## src/rtl/sgd_pkg.sv

```systemverilog
// Shared types and constants for the SGD label/feature dispatch slice.
package sgd_pkg;

  localparam int unsigned NUM_OF_BANKS = 8;
  localparam int unsigned BEAT_W       = 512;
  localparam int unsigned LABEL_W      = 32;
  localparam int unsigned HALF_W       = BEAT_W / 2;

  typedef enum logic [1:0] {
    IDLE,
    CMD,
    STREAM,
    FIN
  } sgd_state_e;

  function automatic logic [31:0] sat_inc32(input logic [31:0] v);
    return (v == '1) ? v : v + 32'd1;
  endfunction

endpackage

```

## src/rtl/sgd_dispatch_b_if.sv

```systemverilog
// Read-command, beat-stream and dispatch-FIFO signals of the label feeder.
interface sgd_dispatch_b_if #(
  parameter int unsigned ADDR_W = 64,
  parameter int unsigned LEN_W  = 32,
  parameter int unsigned DISP_W = 256
);

  logic              rd_cmd_valid;
  logic              rd_cmd_ready;
  logic [ADDR_W-1:0] rd_cmd_addr;
  logic [LEN_W-1:0]  rd_cmd_len;

  logic [511:0]      s_axis_b_data;
  logic              s_axis_b_valid;
  logic              s_axis_b_last;
  logic              s_axis_b_ready;

  logic [DISP_W-1:0] dispatch_axb_b_data;
  logic              dispatch_axb_b_wr_en;
  logic              dispatch_axb_b_almost_full;

  modport master (
    output rd_cmd_valid, rd_cmd_addr, rd_cmd_len,
    input  rd_cmd_ready,
    input  s_axis_b_data, s_axis_b_valid, s_axis_b_last,
    output s_axis_b_ready,
    output dispatch_axb_b_data, dispatch_axb_b_wr_en,
    input  dispatch_axb_b_almost_full
  );

  modport slave (
    input  rd_cmd_valid, rd_cmd_addr, rd_cmd_len,
    output rd_cmd_ready,
    output s_axis_b_data, s_axis_b_valid, s_axis_b_last,
    input  s_axis_b_ready,
    input  dispatch_axb_b_data, dispatch_axb_b_wr_en,
    output dispatch_axb_b_almost_full
  );

endinterface

```

## src/rtl/sgd_beat_splitter.sv

```systemverilog
// Holds one 512-bit beat and emits it as two 256-bit halves, low half first.
module sgd_beat_splitter
  import sgd_pkg::*;
(
  input  logic              clk,
  input  logic              rst,
  input  logic              load,
  input  logic [BEAT_W-1:0] load_data,
  input  logic              almost_full,
  input  logic              grp_nz,
  input  logic              grp_one,
  output logic              beat_valid,
  output logic              wr_en,
  output logic              rel,
  output logic [HALF_W-1:0] wr_data
);

  logic [BEAT_W-1:0] beat_q, beat_d;
  logic              valid_q, valid_d;
  logic              hsel_q, hsel_d;

  assign beat_valid = valid_q;
  assign wr_en      = valid_q & ~almost_full & grp_nz;
  // Odd group counts finish on a low half; the unused high half is dropped.
  assign rel        = wr_en & (hsel_q | grp_one);
  assign wr_data    = hsel_q ? beat_q[BEAT_W-1:HALF_W] : beat_q[HALF_W-1:0];

  always_comb begin
    beat_d  = beat_q;
    valid_d = valid_q;
    hsel_d  = hsel_q;
    if (wr_en) begin
      if (rel) valid_d = 1'b0;
      else     hsel_d  = 1'b1;
    end
    if (load) begin
      beat_d  = load_data;
      valid_d = 1'b1;
      hsel_d  = 1'b0;
    end
  end

  always_ff @(posedge clk) begin
    if (rst) begin
      beat_q  <= '0;
      valid_q <= 1'b0;
      hsel_q  <= 1'b0;
    end else begin
      beat_q  <= beat_d;
      valid_q <= valid_d;
      hsel_q  <= hsel_d;
    end
  end

endmodule

```

## src/rtl/sgd_dispatch_b.sv

```systemverilog
// Label feeder: one read per epoch, beats split into 8-label dispatch words.
// Optional SGD_DISPATCH_B_STAT_EN adds saturating write and stall counters.
module sgd_dispatch_b
  import sgd_pkg::*;
#(
  parameter int unsigned NUM_OF_BANKS = 8,
  parameter int unsigned ADDR_W       = 64,
  parameter int unsigned LEN_W        = 32
) (
  input  logic              clk,
  input  logic              rst,
  input  logic              start,
  input  logic [ADDR_W-1:0] addr_b,
  input  logic [31:0]       number_of_samples,
  input  logic [31:0]       number_of_epochs,
  sgd_dispatch_b_if.master  bus,
  output logic              done,
  output logic              err
`ifdef SGD_DISPATCH_B_STAT_EN
  ,
  output logic [31:0]       stat_wr_cnt,
  output logic [31:0]       stat_stall_cnt
`endif
);

  localparam int unsigned DISP_W = 32 * NUM_OF_BANKS;

  sgd_state_e        state_q, state_d;
  logic [ADDR_W-1:0] addr_q, addr_d;
  logic [LEN_W-1:0]  len_q, len_d;
  logic [31:0]       groups_q, groups_d;
  logic [31:0]       beats_q, beats_d;
  logic [31:0]       epoch_left_q, epoch_left_d;
  logic [31:0]       grp_left_q, grp_left_d;
  logic [31:0]       beat_left_q, beat_left_d;
  logic              rd_cmd_valid_q, rd_cmd_valid_d;
  logic              done_q, done_d;
  logic              err_q, err_d;

  logic [31:0]       grp_calc, beats_calc;
  logic              beat_valid, wr_en, rel, ready, beat_acc;
  logic [DISP_W-1:0] split_data;

  assign ready    = (state_q == STREAM) && (beat_left_q != 32'd0) && (!beat_valid || rel);
  assign beat_acc = ready && bus.s_axis_b_valid;

  sgd_beat_splitter u_split (
    .clk         (clk),
    .rst         (rst),
    .load        (beat_acc),
    .load_data   (bus.s_axis_b_data),
    .almost_full (bus.dispatch_axb_b_almost_full),
    .grp_nz      (grp_left_q != 32'd0),
    .grp_one     (grp_left_q == 32'd1),
    .beat_valid  (beat_valid),
    .wr_en       (wr_en),
    .rel         (rel),
    .wr_data     (split_data)
  );

  assign bus.rd_cmd_valid         = rd_cmd_valid_q;
  assign bus.rd_cmd_addr          = addr_q;
  assign bus.rd_cmd_len           = len_q;
  assign bus.s_axis_b_ready       = ready;
  assign bus.dispatch_axb_b_data  = split_data;
  assign bus.dispatch_axb_b_wr_en = wr_en;
  assign done                     = done_q;
  assign err                      = err_q;

  always_comb begin
    state_d      = state_q;
    addr_d       = addr_q;
    len_d        = len_q;
    groups_d     = groups_q;
    beats_d      = beats_q;
    epoch_left_d = epoch_left_q;
    grp_left_d   = grp_left_q;
    beat_left_d  = beat_left_q;
    err_d        = err_q;
    grp_calc     = number_of_samples >> 3;
    beats_calc   = (grp_calc + 32'd1) >> 1;

    case (state_q)
      IDLE: begin
        if (start) begin
          addr_d       = addr_b;
          groups_d     = grp_calc;
          beats_d      = beats_calc;
          len_d        = LEN_W'({beats_calc, 6'd0});
          epoch_left_d = number_of_epochs;
          state_d      = (grp_calc == 32'd0 || number_of_epochs == 32'd0) ? FIN : CMD;
        end
      end
      CMD: begin
        if (bus.rd_cmd_ready) begin
          grp_left_d  = groups_q;
          beat_left_d = beats_q;
          state_d     = STREAM;
        end
      end
      STREAM: begin
        if (beat_acc) begin
          beat_left_d = beat_left_q - 32'd1;
          if (bus.s_axis_b_last != (beat_left_q == 32'd1)) err_d = 1'b1;
        end
        // The epoch ends on the cycle of its final write, so done follows it directly.
        if (wr_en) begin
          grp_left_d = grp_left_q - 32'd1;
          if (grp_left_q == 32'd1) begin
            epoch_left_d = epoch_left_q - 32'd1;
            state_d      = (epoch_left_q == 32'd1) ? FIN : CMD;
          end
        end
      end
      FIN:     state_d = IDLE;
      default: state_d = IDLE;
    endcase

    rd_cmd_valid_d = (state_d == CMD);
    done_d         = (state_d == FIN);
  end

  always_ff @(posedge clk) begin
    if (rst) begin
      state_q        <= IDLE;
      addr_q         <= '0;
      len_q          <= '0;
      groups_q       <= '0;
      beats_q        <= '0;
      epoch_left_q   <= '0;
      grp_left_q     <= '0;
      beat_left_q    <= '0;
      rd_cmd_valid_q <= 1'b0;
      done_q         <= 1'b0;
      err_q          <= 1'b0;
    end else begin
      state_q        <= state_d;
      addr_q         <= addr_d;
      len_q          <= len_d;
      groups_q       <= groups_d;
      beats_q        <= beats_d;
      epoch_left_q   <= epoch_left_d;
      grp_left_q     <= grp_left_d;
      beat_left_q    <= beat_left_d;
      rd_cmd_valid_q <= rd_cmd_valid_d;
      done_q         <= done_d;
      err_q          <= err_d;
    end
  end

`ifdef SGD_DISPATCH_B_STAT_EN
  logic [31:0] stat_wr_q, stat_wr_d;
  logic [31:0] stat_stall_q, stat_stall_d;
  logic        start_acc;

  assign start_acc      = (state_q == IDLE) && start;
  assign stat_wr_cnt    = stat_wr_q;
  assign stat_stall_cnt = stat_stall_q;

  always_comb begin
    stat_wr_d    = stat_wr_q;
    stat_stall_d = stat_stall_q;
    if (start_acc) begin
      stat_wr_d    = '0;
      stat_stall_d = '0;
    end else begin
      if (wr_en) stat_wr_d = sat_inc32(stat_wr_q);
      if (beat_valid && bus.dispatch_axb_b_almost_full) stat_stall_d = sat_inc32(stat_stall_q);
    end
  end

  always_ff @(posedge clk) begin
    if (rst) begin
      stat_wr_q    <= '0;
      stat_stall_q <= '0;
    end else begin
      stat_wr_q    <= stat_wr_d;
      stat_stall_q <= stat_stall_d;
    end
  end
`endif

endmodule

```

## src/flat_wrapper.sv

```systemverilog
// flat-port wrapper written by rule: the top's interface ports become plain ports
module sgd_dispatch_b_flat import sgd_pkg::*;
#(
  parameter int unsigned NUM_OF_BANKS = 8,
  parameter int unsigned ADDR_W       = 64,
  parameter int unsigned LEN_W        = 32
)
  (clk, rst, start, addr_b, number_of_samples, number_of_epochs, done, err, bus_rd_cmd_valid, bus_rd_cmd_addr, bus_rd_cmd_len, bus_rd_cmd_ready, bus_s_axis_b_data, bus_s_axis_b_valid, bus_s_axis_b_last, bus_s_axis_b_ready, bus_dispatch_axb_b_data, bus_dispatch_axb_b_wr_en, bus_dispatch_axb_b_almost_full);
  sgd_dispatch_b_if #(.ADDR_W(ADDR_W), .LEN_W(LEN_W)) bus_i ();
  input  logic clk;
  input  logic rst;
  input  logic start;
  input  logic [ADDR_W-1:0] addr_b;
  input  logic [31:0] number_of_samples;
  input  logic [31:0] number_of_epochs;
  output logic done;
  output logic err;
  output wire logic [$bits(bus_i.rd_cmd_valid)-1:0] bus_rd_cmd_valid;
  output wire logic [$bits(bus_i.rd_cmd_addr)-1:0] bus_rd_cmd_addr;
  output wire logic [$bits(bus_i.rd_cmd_len)-1:0] bus_rd_cmd_len;
  input wire logic [$bits(bus_i.rd_cmd_ready)-1:0] bus_rd_cmd_ready;
  input wire logic [$bits(bus_i.s_axis_b_data)-1:0] bus_s_axis_b_data;
  input wire logic [$bits(bus_i.s_axis_b_valid)-1:0] bus_s_axis_b_valid;
  input wire logic [$bits(bus_i.s_axis_b_last)-1:0] bus_s_axis_b_last;
  output wire logic [$bits(bus_i.s_axis_b_ready)-1:0] bus_s_axis_b_ready;
  output wire logic [$bits(bus_i.dispatch_axb_b_data)-1:0] bus_dispatch_axb_b_data;
  output wire logic [$bits(bus_i.dispatch_axb_b_wr_en)-1:0] bus_dispatch_axb_b_wr_en;
  input wire logic [$bits(bus_i.dispatch_axb_b_almost_full)-1:0] bus_dispatch_axb_b_almost_full;
  assign bus_rd_cmd_valid = bus_i.rd_cmd_valid;
  assign bus_rd_cmd_addr = bus_i.rd_cmd_addr;
  assign bus_rd_cmd_len = bus_i.rd_cmd_len;
  assign bus_i.rd_cmd_ready = bus_rd_cmd_ready;
  assign bus_i.s_axis_b_data = bus_s_axis_b_data;
  assign bus_i.s_axis_b_valid = bus_s_axis_b_valid;
  assign bus_i.s_axis_b_last = bus_s_axis_b_last;
  assign bus_s_axis_b_ready = bus_i.s_axis_b_ready;
  assign bus_dispatch_axb_b_data = bus_i.dispatch_axb_b_data;
  assign bus_dispatch_axb_b_wr_en = bus_i.dispatch_axb_b_wr_en;
  assign bus_i.dispatch_axb_b_almost_full = bus_dispatch_axb_b_almost_full;
  sgd_dispatch_b #(.NUM_OF_BANKS(NUM_OF_BANKS), .ADDR_W(ADDR_W), .LEN_W(LEN_W)) u_core (.clk(clk), .rst(rst), .start(start), .addr_b(addr_b), .number_of_samples(number_of_samples), .number_of_epochs(number_of_epochs), .bus(bus_i), .done(done), .err(err));
endmodule
```

## config.mk

```make
export PLATFORM = sky130hd
export DESIGN_NAME = sgd_dispatch_b_flat
export DESIGN_NICKNAME = d
export VERILOG_FILES = /design/src/rtl/sgd_pkg.sv /design/src/rtl/sgd_dispatch_b_if.sv /design/src/rtl/sgd_beat_splitter.sv /design/src/rtl/sgd_dispatch_b.sv /design/src/flat_wrapper.sv
export SDC_FILE = /design/constraint.sdc
export NUM_CORES = 2
export LEC_CHECK = 0
export CORE_AREA = 2 2 387 389
export DETAILED_ROUTE_END_ITERATION = 12
export DIE_AREA = 0 0 389 391
export MAX_ROUTING_LAYER = met4
export PLACE_DENSITY = 0.54
export REMOVE_ABC_BUFFERS = 1
export SLEW_MARGIN = 10
export SYNTH_ARGS = -nofsm -noshare
export SYNTH_HDL_FRONTEND = slang
export SYNTH_HIERARCHICAL = 1
export SYNTH_SLANG_ARGS = --single-unit
```

## constraint.sdc

```tcl
create_clock -name clk -period 3.35 [get_ports clk]
set_clock_uncertainty 0.1 [all_clocks]
set_input_delay 0.335 -clock clk [delete_from_list [all_inputs] [get_ports clk]]
set_output_delay 0.335 -clock clk [all_outputs]
set_load 0.02 [all_outputs]
```

==> metrics.txt <==
# TYPE chip_impl_metric gauge
chip_impl_metric{name="power_frac_seq",unit="%"} 38.7
chip_impl_metric{name="die-height",unit="um"} 391
chip_impl_metric{name="cts_sinks",unit=""} 737
chip_impl_metric{name="via_count_of_the_first_global_routing_pass",unit=""} 29300
chip_impl_metric{name="fin_crit",unit="ns"} 3.49
chip_impl_metric{name="synth.distinct_cells",unit=""} 82
chip_impl_info{name="tritoncts",value="done"} 1
chip_impl_info{name="path_class",value="reg -> out"} 1
chip_impl_metric{name="cap_violations",unit=""} 0
chip_impl_metric{name="synth_enable_flop_cells",unit=""} 0
chip_impl_metric{name="gp_congestion",unit=""} 0.868
chip_impl_info{name="synth-main-ff-cell",value="sky130_fd_sc_hd__dfxtp_1"} 1
chip_impl_metric{name="power.internal",unit="mW"} 17.6
chip_impl_info{name="worst_r2r_dst",value="u_core/u_split/beat_q[500]"} 1
chip_impl_metric{name="synth_warnings",unit=""} 6
chip_impl_info{name="yosys.cell_count.top_type",value="sky130_fd_sc_hd__dfxtp_1"} 1
chip_impl_metric{name="drt_iter0_drc",unit=""} 1692
chip_impl_metric{name="coreArea",unit="um^2"} 149000
chip_impl_info{name="run_status",value="complete, but fails checks"} 1
chip_impl_metric{name="ys_seq_area_share",unit="%"} 44.6
chip_impl_metric{name="tightest_slew",unit="ns"} 0.912
chip_impl_metric{name="routed_wl",unit="um"} 145000
chip_impl_metric{name="crit_arrival",unit="ns"} 3.05
chip_impl_metric{name="post_layout_nonfiller_instances",unit=""} 6612
chip_impl_metric{name="path_max_fanout",unit=""} 2
chip_impl_metric{name="numCtsBuffers",unit=""} 91
chip_impl_metric{name="grt_start_max_net_pins",unit=""} 188
chip_impl_info{name="setup.worst_path.start_class",value="flop"} 1
chip_impl_metric{name="power.share.switching",unit="%"} 27.5
chip_impl_metric{name="setup_slack",unit="ns"} -0.136
chip_impl_metric{name="antenna_left",unit=""} 0
chip_impl_info{name="hold_end",value="u_core/bus.rd_cmd_addr[50]"} 1
chip_impl_metric{name="total_half_perimeter_wirelength_after_legalization_and_detailed_placement",unit="um"} 106000
chip_impl_metric{name="place_inst",unit=""} 6326
chip_impl_info{name="cts_root_buffer",value="sky130_fd_sc_hd__clkbuf_16"} 1
chip_impl_metric{name="avgRoutedWirePerCell",unit="um"} 21.9
chip_impl_metric{name="chipWidth",unit="um"} 389
chip_impl_metric{name="post_synth.cell_area_avg",unit="um^2"} 9.40
chip_impl_info{name="unrepaired_setup_endpoints_after_global_routing",value="yes"} 1
chip_impl_metric{name="rrSetupSlack",unit="ns"} -0.11
chip_impl_metric{name="critical_path_required",unit="ns"} 2.91
chip_impl_metric{name="via_per_inst",unit=""} 4.54
chip_impl_metric{name="cts.htree.levels",unit=""} 3
chip_impl_metric{name="power.ir.vdd_worst",unit="mV"} 0.426
chip_impl_metric{name="die-area",unit="um^2"} 152000
chip_impl_metric{name="grt-ovfl-total",unit=""} 0
chip_impl_metric{name="ys_seq_elements",unit=""} 737
chip_impl_metric{name="total_switching_power",unit="mW"} 6.68
chip_impl_metric{name="detailedRoute.firstPassIterationCount",unit=""} 5
chip_impl_metric{name="power_frac_comb",unit="%"} 17.8
chip_impl_metric{name="std_cell_rows",unit=""} 142
chip_impl_metric{name="post_synth_design_cell_area",unit="um^2"} 33100
chip_impl_metric{name="worst_slew_margin_rel",unit="%"} 39.2
chip_impl_metric{name="synth_cells",unit=""} 3520
chip_impl_info{name="yosys-top-cells-area",value="sky130_fd_sc_hd__dfxtp_1 45%, sky130_fd_sc_hd__mux2i_1 16%, sky130_fd_sc_hd__mux2_2 8.7%"} 1
chip_impl_metric{name="maxSlewViolCount",unit=""} 0
chip_impl_metric{name="clock_path_buffers",unit=""} 3
chip_impl_metric{name="grt_pass1_wl",unit="um"} 200000
chip_impl_metric{name="finalHoldViolCount",unit=""} 0
chip_impl_metric{name="power.total",unit="mW"} 24.2
chip_impl_metric{name="drcViolationCount",unit=""} 0
chip_impl_metric{name="fraction_of_synthesized_cell_area_taken_by_the_top_area_cell_type",unit="%"} 44.6
chip_impl_info{name="holdCritPathClass",value="in -> reg"} 1
chip_impl_metric{name="post-route-period-util",unit="%"} 104
chip_impl_info{name="min_from",value="addr_b[50]"} 1
chip_impl_metric{name="rr_worst_depth",unit=""} 16
chip_impl_metric{name="timing.hold.worst_path_depth",unit=""} 3
chip_impl_metric{name="effective_utilization_at_floorplan",unit="%"} 22.3
chip_impl_metric{name="numPortBuffers",unit=""} 994
chip_impl_metric{name="area_growth",unit="%"} 54.4
chip_impl_info{name="violations",value="negative setup slack"} 1
chip_impl_metric{name="post_route_cells_drive_above_1_share",unit="%"} 15.3
chip_impl_metric{name="fin_nets",unit=""} 5224
chip_impl_metric{name="clockPowerShare",unit="%"} 43.5
chip_impl_metric{name="clk-insertion-delay-late",unit="ns"} 0.70
chip_impl_metric{name="antenna_found_initial",unit=""} 38
chip_impl_metric{name="cts_clk_pin_slew_worst_paths",unit="ns"} 0.06
chip_impl_metric{name="ioPinCount",unit=""} 1004
chip_impl_info{name="regToRegStartpoint",value="u_core/grp_left_q[12]"} 1
chip_impl_info{name="post-synth-top-area-cell",value="sky130_fd_sc_hd__dfxtp_1"} 1
chip_impl_metric{name="fmaxAchievable",unit="MHz"} 287
chip_impl_metric{name="ys_async_sr_fraction",unit="%"} 0
chip_impl_metric{name="grtUsageTotal",unit="%"} 18.2
chip_impl_metric{name="p_leak",unit="nW"} 18.1
chip_impl_info{name="endpoint_kind",value="output pin"} 1
chip_impl_metric{name="report.final.setup_viol",unit=""} 311
chip_impl_metric{name="vias",unit=""} 30000
chip_impl_info{name="synth_top_cells_by_count",value="737 x sky130_fd_sc_hd__dfxtp_1, 613 x sky130_fd_sc_hd__nor2_1, 518 x sky130_fd_sc_hd__mux2i_1"} 1
chip_impl_metric{name="p_per_area",unit="nW/um^2"} 475
[final cells by class]
type                       count  area (um^2)
inverter                      24         90.1
multi-input combinational   2459        16700
timing repair buffer        1256        13800
clock inverter                31          510
fill                       15100        97500
sequential                   737        14800
antenna                       22         55.1
tap                         1944         2430
clock buffer                 139         2700
[metrics by stage]
stage               util (%)  hold WS (ns)  setup slack, ns  setup TNS, ns  cell area (um^2)
floorplan                  -         0.303           -43.92              -             31400
global placement        30.8         0.341           -0.258         -82.40             45700
detailed placement      30.8         0.345           -0.329        -119.21             45700
CTS                     33.5       0.00597           -0.151         -10.67             49800
global route            34.4        0.0427           -0.352        -108.76             51100
finish                  34.4        0.0877           -0.136         -14.49             51100
[placed cells by master, fill, tap and decap left out, drive strengths merged, types with 15 or more instances in the layout]
| cell type | instances |
|---|---|
| nand4 | 32 |
| nand3 | 32 |
| clkdlybuf4s50 | 988 |
| nor4 | 48 |
| inv | 30 |
| dfxtp | 737 |
| a22oi | 16 |
| mux2 | 257 |
| nor2 | 614 |
| or4 | 17 |
| a211oi | 16 |
| o21ai | 58 |
| nand2 | 290 |
| clkinv | 15 |
| mux2i | 518 |
| clkbuf | 168 |
| o32ai | 42 |
| buf | 225 |
| diode | 22 |
| a21oi | 232 |
| a31oi | 26 |
| nor3 | 55 |
| xnor2 | 21 |
[routing by layer]
layer  vias up  track usage [%]  wire, um
met5         -                -         0
met4         0             5.45      4200
met3       209             6.24     11300
met2      1067             30.9     71800
met1     14300             20.0     57200
li1      14400                -         -
[kinds of logic after synthesis]
family	share of synthesized area, %
XOR/XNOR	0.715
other	0.0113
buffers and inverters	5.42
multiplexers	24.4
AND/OR/NAND/NOR	15.7
flip-flops	44.6
adder cells (fa/ha/maj)	0.303
AO/OA/AOI/OAI	8.86
[power by group through the flow]
| stage | Combinational, mW | Sequential, mW | Clock, mW |
|---|---|---|---|
| final | 4.32 | 9.39 | 10.5 |
| after global routing | 4.62 | 9.43 | 11.2 |
| after CTS | 4.17 | 9.39 | 10.8 |
| after detailed placement | 4.03 | 9.58 | 0 |
| after global placement | 4.01 | 9.56 | 0 |
| after floorplan | 2.96 | 9.61 | 0 |
[worst max-delay path by stage]
stage                     startpoint                         end
6_report       u_core/grp_left_q[12]          bus_s_axis_b_ready
5_1_grt        u_core/grp_left_q[12]          bus_s_axis_b_ready
4_1_cts        u_core/grp_left_q[15]          bus_s_axis_b_ready
3_5_place_dp   u_core/grp_left_q[12]  u_core/u_split/beat_q[372]
3_3_place_gp   u_core/grp_left_q[12]   u_core/u_split/beat_q[66]
2_1_floorplan  u_core/u_split/hsel_q   u_core/u_split/beat_valid
[registers in the layout, indices dropped and copies added, names as in the netlist]
name and flops:
u_core/u_split/hsel_q 1, u_core/bus.rd_cmd_len 25, u_core/err 1, u_core/bus.rd_cmd_valid 1, u_core/state_q 2, u_core/done 1
u_core/u_split/beat_q 512, u_core/epoch_left_q 32, u_core/groups_q 29, u_core/beat_left_q 32, u_core/beats_q 4, u_core/bus.rd_cmd_addr 64
u_core/u_split/beat_valid 1, u_core/grp_left_q 32
[critical path, cell delays in order, from the launching register on]
cell	delay (ns)
sky130_fd_sc_hd__dfxtp_2	0.32
sky130_fd_sc_hd__or4_4	0.53
sky130_fd_sc_hd__and4b_1	0.32
sky130_fd_sc_hd__nand2_2	0.09
sky130_fd_sc_hd__nor4_4	0.31
sky130_fd_sc_hd__nor2_2	0.07
sky130_fd_sc_hd__nor2b_1	0.12
sky130_fd_sc_hd__nand2b_4	0.15
sky130_fd_sc_hd__nand2_2	0.05
sky130_fd_sc_hd__a31oi_1	0.14
sky130_fd_sc_hd__buf_4	0.16
sky130_fd_sc_hd__buf_6	0.12
[timing repair]
item                                   in CTS  in global routing
pin swaps                                   3                  4
buffers inserted                           20                 24
hold buffers                                9                  0
endpoints found under the hold margin      37                  0
gates cloned                               13                 30
setup endpoints to repair                 539                549
resized for setup                          45                 76
Power figures use the tool's default switching activity.
